$ cat src/rtl/fetch_stage_pkg.sv
// Shared constants and small helpers for the IF stage of the pipelined MIPS core.
package fetch_stage_pkg;

    localparam logic [31:0] RESET_PC_DEF   = 32'h0040_0000;  // text segment base
    localparam logic [31:0] EXC_VECTOR_DEF = 32'h8000_0180;  // general exception vector
    localparam logic [31:0] NOP            = 32'h0000_0000;  // sll $0,$0,0

    // Source of the next fetch PC
    typedef enum logic [1:0] {
        NPC_SEQ   = 2'd0,
        NPC_HOLD  = 2'd1,
        NPC_REDIR = 2'd2,
        NPC_EXC   = 2'd3
    } npc_sel_e;

    // Action applied to the IF/ID register on the next edge
    typedef enum logic [1:0] {
        IFID_LOAD   = 2'd0,
        IFID_HOLD   = 2'd1,
        IFID_BUBBLE = 2'd2
    } ifid_op_e;

    // Instruction addresses must be word aligned
    function automatic logic is_misaligned(input logic [31:0] addr);
        return addr[1:0] != 2'b00;
    endfunction

endpackage

$ cat src/rtl/fetch_pc_reg.sv
// 32-bit PC register with load enable and a parameterised asynchronous reset value.
module fetch_pc_reg #(
    parameter logic [31:0] RST_VAL = 32'h0000_0000
) (
    input  logic        clk,
    input  logic        rst_n,
    input  logic        en,
    input  logic [31:0] d,
    output logic [31:0] q
);

    logic [31:0] pc_q;

    // PC storage: returns to RST_VAL immediately on reset, loads d when enabled
    always_ff @(posedge clk or negedge rst_n) begin
        if (!rst_n) begin
            pc_q <= RST_VAL;
        end else if (en) begin
            pc_q <= d;
        end
    end

    assign q = pc_q;

endmodule

$ cat src/rtl/fetch_stage.sv
// IF stage: owns the PC, addresses the instruction ROM, loads the IF/ID register,
// flags misaligned redirects and counts instructions handed to decode.
module fetch_stage
    import fetch_stage_pkg::*;
#(
    parameter logic [31:0] RESET_PC   = RESET_PC_DEF,
    parameter logic [31:0] EXC_VECTOR = EXC_VECTOR_DEF,
    parameter int unsigned CNT_W      = 32
) (
    input  logic             clk,
    input  logic             reset,          // active-low, asynchronous
    input  logic             stall,
    input  logic             flush,
    input  logic             redirect_valid,
    input  logic [31:0]      redirect_pc,
    input  logic             except_req,
    output logic [29:0]      imem_addr,
    input  logic [31:0]      imem_data,
    output logic [31:0]      PC,
    output logic [31:0]      inst_IF,
    output logic [31:0]      pc4_ID,
    output logic [31:0]      inst_ID,
    output logic             valid_ID,
    output logic             misalign_exc,
    output logic [CNT_W-1:0] fetch_count
);

    // Saturating increment: the counter sticks at all-ones instead of wrapping
    function automatic logic [CNT_W-1:0] sat_inc(input logic [CNT_W-1:0] v);
        if (&v) begin
            return v;
        end
        return v + {{(CNT_W-1){1'b0}}, 1'b1};
    endfunction

    logic [31:0]      pc_q;
    logic [31:0]      pc_d;
    logic             pc_en;
    logic [31:0]      pc_plus4;
    logic             misalign_d;
    logic             misalign_q;
    npc_sel_e         npc_sel;
    ifid_op_e         ifid_op;

    logic [31:0]      pc4_id_q, pc4_id_d;
    logic [31:0]      inst_id_q, inst_id_d;
    logic             valid_id_q, valid_id_d;
    logic [CNT_W-1:0] fetch_count_q, fetch_count_d;

    // Wraps modulo 2^32; no carry is reported
    assign pc_plus4   = pc_q + 32'd4;
    assign misalign_d = redirect_valid && is_misaligned(redirect_pc);

    // Priority decode: exceptions beat redirects, redirects beat stall
    always_comb begin
        npc_sel = NPC_SEQ;
        ifid_op = IFID_LOAD;

        if (except_req || misalign_d) begin
            npc_sel = NPC_EXC;
        end else if (redirect_valid) begin
            npc_sel = NPC_REDIR;
        end else if (stall) begin
            npc_sel = NPC_HOLD;
        end

        if (flush || except_req || misalign_d) begin
            ifid_op = IFID_BUBBLE;
        end else if (stall) begin
            ifid_op = IFID_HOLD;
        end
    end

    // Next-PC mux; a held PC simply disables the register
    always_comb begin
        pc_d  = pc_plus4;
        pc_en = (npc_sel != NPC_HOLD);
        case (npc_sel)
            NPC_EXC:   pc_d = EXC_VECTOR;
            NPC_REDIR: pc_d = redirect_pc;
            NPC_HOLD:  pc_d = pc_q;
            default:   pc_d = pc_plus4;
        endcase
    end

    fetch_pc_reg #(
        .RST_VAL (RESET_PC)
    ) u_pc_reg (
        .clk   (clk),
        .rst_n (reset),
        .en    (pc_en),
        .d     (pc_d),
        .q     (pc_q)
    );

    // IF/ID next state and the retired-fetch count that tracks valid loads
    always_comb begin
        pc4_id_d      = pc4_id_q;
        inst_id_d     = inst_id_q;
        valid_id_d    = valid_id_q;
        fetch_count_d = fetch_count_q;
        case (ifid_op)
            IFID_BUBBLE: begin
                pc4_id_d   = 32'h0;
                inst_id_d  = NOP;
                valid_id_d = 1'b0;
            end
            IFID_LOAD: begin
                pc4_id_d      = pc_plus4;
                inst_id_d     = imem_data;
                valid_id_d    = 1'b1;
                fetch_count_d = sat_inc(fetch_count_q);
            end
            default: ;
        endcase
    end

    // IF/ID register, misalign pulse and counter; all clear asynchronously
    always_ff @(posedge clk or negedge reset) begin
        if (!reset) begin
            pc4_id_q      <= 32'h0;
            inst_id_q     <= NOP;
            valid_id_q    <= 1'b0;
            misalign_q    <= 1'b0;
            fetch_count_q <= '0;
        end else begin
            pc4_id_q      <= pc4_id_d;
            inst_id_q     <= inst_id_d;
            valid_id_q    <= valid_id_d;
            misalign_q    <= misalign_d;
            fetch_count_q <= fetch_count_d;
        end
    end

    assign imem_addr    = pc_q[31:2];
    assign PC           = pc_q;
    assign inst_IF      = reset ? imem_data : NOP;
    assign pc4_ID       = pc4_id_q;
    assign inst_ID      = inst_id_q;
    assign valid_ID     = valid_id_q;
    assign misalign_exc = misalign_q;
    assign fetch_count  = fetch_count_q;

endmodule

$ cat config.mk
export PLATFORM = sky130hd
export DESIGN_NAME = fetch_stage
export DESIGN_NICKNAME = d
export VERILOG_FILES = /design/src/rtl/fetch_stage_pkg.sv /design/src/rtl/fetch_pc_reg.sv /design/src/rtl/fetch_stage.sv
export SDC_FILE = /design/constraint.sdc
export NUM_CORES = 1
export LEC_CHECK = 0
export BUFFER_PORTS_ARGS = -buffer_cell sky130_fd_sc_hd__buf_2
export CORE_MARGIN = 3
export CORE_UTILIZATION = 52
export CTS_BUF_LIST = sky130_fd_sc_hd__clkbuf_4 sky130_fd_sc_hd__clkbuf_8
export CTS_CLUSTER_SIZE = 14
export DETAILED_ROUTE_END_ITERATION = 7
export PLACE_DENSITY = 0.84
export SLEW_MARGIN = 20
export SYNTH_ARGS = -nofsm -noshare
export SYNTH_HDL_FRONTEND = slang
export SYNTH_HIERARCHICAL = 1
export SYNTH_SLANG_ARGS = --single-unit
$ cat constraint.sdc
create_clock -name clk -period 3.4 [get_ports clk]
set_input_delay 0.34 -clock clk [delete_from_list [all_inputs] [get_ports clk]]
set_output_delay 0.34 -clock clk [all_outputs]
set_load 0.01 [all_outputs]
==> metrics.txt <==
# TYPE chip_impl_metric gauge
chip_impl_metric{name="final_area",unit="mm2"} 0.00887
chip_impl_info{name="root_buffer_cell",value="clkbuf_8"} 1
chip_impl_metric{name="syn_inst",unit=""} 732
chip_impl_metric{name="die_w",unit="um"} 125
chip_impl_metric{name="crit_buf_inv",unit=""} 0
chip_impl_info{name="synthTopCellsByCount",value="dfrtp_1, nor2_1, xnor2_1"} 1
chip_impl_metric{name="grt_antenna_before_repair",unit=""} 0
chip_impl_metric{name="initial_core_util",unit=""} 0.543
chip_impl_metric{name="synth.yosys.seq_area_share",unit=""} 0.443
chip_impl_metric{name="htree_levels",unit=""} 4
chip_impl_metric{name="worst-slew-pin-transition",unit="ns"} 0.867
chip_impl_info{name="synth_area_leaders",value="dfrtp_1, xnor2_1, mux2_4, mux2i_1, nor2_1"} 1
chip_impl_metric{name="io_buffers",unit=""} 261
chip_impl_metric{name="yosys.area.top_type_share",unit=""} 0.440
chip_impl_metric{name="setup_bufs_post_cts",unit=""} 0
chip_impl_metric{name="ys_warn_count",unit=""} 6
chip_impl_metric{name="fmax",unit="GHz"} 0.379
chip_impl_metric{name="mappedNetlistNets",unit=""} 804
chip_impl_metric{name="finalWeightedCongestion",unit=""} 0.855
chip_impl_info{name="critical_path.top_delay_family",value="simple AND/OR/NAND/NOR gates"} 1
chip_impl_info{name="critPathKind",value="register to register"} 1
chip_impl_metric{name="insertedDiodeCount",unit=""} 0
chip_impl_metric{name="final_period_minus_worst_setup_slack",unit="ns"} 2.64
chip_impl_metric{name="syn-mean-instance-area",unit="um2"} 10.0
chip_impl_metric{name="design.portCount",unit=""} 262
chip_impl_info{name="cell_type_with_the_highest_aggregate_area_in_the_netlist",value="dfrtp_1"} 1
chip_impl_metric{name="nNetsFinal",unit=""} 1016
chip_impl_metric{name="number_of_synthesized_flops_with_an_enable_pin",unit=""} 0
chip_impl_metric{name="cts_resized",unit=""} 0
chip_impl_metric{name="drt-vias-per-instance",unit=""} 5.48
chip_impl_metric{name="yosys_register_bits",unit=""} 130
chip_impl_metric{name="cellLeakagePower",unit="uW"} 0.00448
chip_impl_metric{name="placement_rows",unit=""} 42
chip_impl_metric{name="numClockSinks",unit=""} 130
chip_impl_metric{name="hold_viol_final",unit=""} 0
chip_impl_metric{name="maxSlewViolCount",unit=""} 0
chip_impl_info{name="run_status",value="finished, final reports clean"} 1
chip_impl_metric{name="critPathMaxStageDelay",unit="ns"} 0.49
chip_impl_metric{name="die_area",unit="mm2"} 0.0156
chip_impl_metric{name="timing.max_cap.violations",unit=""} 0
chip_impl_info{name="worst_setup_path_end_kind",value="register"} 1
chip_impl_metric{name="dpl_cell_area",unit="mm2"} 0.00847
chip_impl_metric{name="wire_length_of_the_first_global_routing_pass",unit="um"} 31200
chip_impl_metric{name="synth-adder-area-share",unit=""} 0.00341
chip_impl_metric{name="peakVddDrop",unit="uV"} 229
chip_impl_metric{name="via_count_of_the_first_global_routing_pass",unit=""} 5802
chip_impl_info{name="critical_path.cell_chain",value="ha_1 > and4_1 > nand3_1 > nor4_1 > xnor2_1 > o21ai_0 > mux2_4"} 1
chip_impl_metric{name="dp_worst_setup_slack",unit="ns"} 0.844
chip_impl_metric{name="p_per_area",unit="mW/mm2"} 399
chip_impl_metric{name="global_route_overflow",unit=""} 0
chip_impl_info{name="rsz0062_at_grt",value="no"} 1
chip_impl_metric{name="simple_gate_portion_of_the_synthesized_area",unit=""} 0.207
chip_impl_metric{name="route.vias.total",unit=""} 6187
chip_impl_info{name="synth_most_common_cell",value="dfrtp_1"} 1
chip_impl_metric{name="cts_made_buffers",unit=""} 17
chip_impl_metric{name="die_y",unit="um"} 125
chip_impl_metric{name="final-instance-count-excl-fill",unit=""} 1130
chip_impl_metric{name="syn-cell-area",unit="mm2"} 0.00734
chip_impl_info{name="critical_path.slowest_cell",value="dfrtp_1"} 1
chip_impl_metric{name="post_detail_place_hpwl",unit="um"} 13900
chip_impl_metric{name="dpl.cell_count",unit=""} 1100
chip_impl_info{name="synth_top_family_by_area",value="simple AND/OR/NAND/NOR gates"} 1
chip_impl_metric{name="final_wirelength",unit="um"} 19500
chip_impl_metric{name="drt_first_pass_iters",unit=""} 4
chip_impl_metric{name="hold_worst_slack",unit="ns"} 0.150
chip_impl_metric{name="path_clk_slew",unit="ns"} 0.07
chip_impl_info{name="timing.critical_path.from_type",value="register"} 1
chip_impl_metric{name="synth-compound-area-share",unit=""} 0.0612
chip_impl_metric{name="synthDistinctLibCells",unit=""} 46
chip_impl_metric{name="grt_util_all_layers",unit=""} 0.249
chip_impl_metric{name="worstSkewPairLatency",unit="ns"} 0.46
chip_impl_metric{name="wl_per_cell",unit="um"} 17.2
chip_impl_info{name="synth_flop_cell",value="dfrtp_1"} 1
chip_impl_metric{name="worst_slack",unit="ns"} 0.762
chip_impl_metric{name="fp.coreArea",unit="mm2"} 0.0135
chip_impl_metric{name="cp.required",unit="ns"} 3.74
chip_impl_metric{name="grt_start_max_net_pins",unit=""} 83
chip_impl_metric{name="synth-async-reset-ratio",unit=""} 1.00
chip_impl_metric{name="route.detailed.drc",unit=""} 0
chip_impl_info{name="hold_class",value="primary input to register"} 1
chip_impl_metric{name="final.period_utilization",unit=""} 0.776
chip_impl_metric{name="yosys-mux-area-fraction",unit=""} 0.114
chip_impl_metric{name="xor_and_xnor_area_share_after_synthesis",unit=""} 0.101
chip_impl_metric{name="areaGrowthSynthToFinish",unit="%"} 20.8
chip_impl_metric{name="clockBufferDepth",unit=""} 2
chip_impl_metric{name="detailedRoute.firstIterationViolations",unit=""} 415
chip_impl_metric{name="path_max_fanout",unit=""} 14
chip_impl_metric{name="maxSlewHeadroom",unit=""} 0.420
chip_impl_metric{name="final_layout_size_suffix_gt1_frac",unit=""} 0.369
chip_impl_info{name="tritoncts_clock_tree",value="done"} 1
chip_impl_metric{name="final_antenna_net_count",unit=""} 0
chip_impl_metric{name="setup_viol_count_final",unit=""} 0
chip_impl_metric{name="setup-tns-final",unit="ns"} 0
chip_impl_metric{name="finClkSkew",unit="ns"} 0.00944
chip_impl_metric{name="cp.arrival",unit="ns"} 2.98
## worst reg2reg max path, cell delays in order (launching register included)
cell and delay, ns:
dfrtp_1 0.49, ha_1 0.29, and4_1 0.28, nand3_1 0.43, nor4_1 0.49, xnor2_1 0.17, o21ai_0 0.11, mux2_4 0.28
## final timing paths
check,from,cells after the start,to,slack (ns)
worst max-delay path,u_pc_reg/q[2]$_DFFE_PN0P_,7,u_pc_reg/q[24]$_DFFE_PN0P_,0.76
worst min-delay path,imem_data[3],3,inst_ID[3]$_DFFE_PN0P_,0.15
worst max register to register,u_pc_reg/q[2]$_DFFE_PN0P_,7,u_pc_reg/q[24]$_DFFE_PN0P_,0.76
worst min register to register,fetch_count[22]$_DFFE_PN0P_,1,fetch_count[22]$_DFFE_PN0P_,0.50
max in group asynchronous,reset,3,u_pc_reg/q[22]$_DFFE_PN1P_,2.11
min in group asynchronous,reset,2,inst_ID[26]$_DFFE_PN0P_,0.45
## cell families after synthesis
kind of cell	Yosys count
flops	130
fa+ha+maj	2
simple gates	295
xor+xnor	85
compound gates	68
buf+inv	84
mux	68
## power breakdown
group	leakage (uW)	switching, uW	internal, uW
clock	0.000204	565	728
sequential	0.00177	103	1610
combinational	0.00251	295	238
## sequential cells by signal (all words and copies together), names as in the netlist
register / cells
fetch_count: 32
inst_ID: 32
misalign_exc: 1
pc4_ID: 32
u_pc_reg/q: 32
valid_ID: 1
## placed cells by master (no fill, tap or decap), types with 4 or more instances in the layout
cell type    n
mux2i_1     35
nand4_1     22
buf_2      259
and4_1       4
buf_4       10
xor2_1      16
clkinv_2     4
nor4_1      12
xnor2_1     69
mux2_4      30
nor4_2       5
a21oi_1     12
o21ai_0     21
nand3_1     27
and2_1      39
clkbuf_8    21
dfrtp_1    129
nor2_1      77
and3_1      11
inv_1        5
nand2_1     61
nor3_1      21
a22o_1       4
a211oi_1    20
## layer usage
layer / part of all wire / global-route usage
met1: 0.41 / 0.326
met3: 0.078 / 0.0592
met4: 0.015 / 0.0883
met5: 0 / 0
met2: 0.50 / 0.404
## layout make-up
cell class                      instances  area, um2
Clock buffer                           23        304
Fill cell                            1094       4640
Sequential cell                       130       3250
Tap cell                              176        220
Inverter                                5       18.8
Clock inverter                          6       80.1
Timing Repair Buffer                  272       1410
Multi-Input combinational cell        518       3580
## stage by stage
stage               power [uW]   util
finish                    3540  0.657
global route              3680  0.657
CTS                       3560  0.657
detailed placement        2280  0.627
global placement          2260  0.627
floorplan                 2050      -
## what timing repair did
action	4_1_cts	5_1_grt
hold buffers	1	0
endpoints found under the hold margin	49	0
endpoints found under the setup margin	0	0
Power figures use the tool's default switching activity.
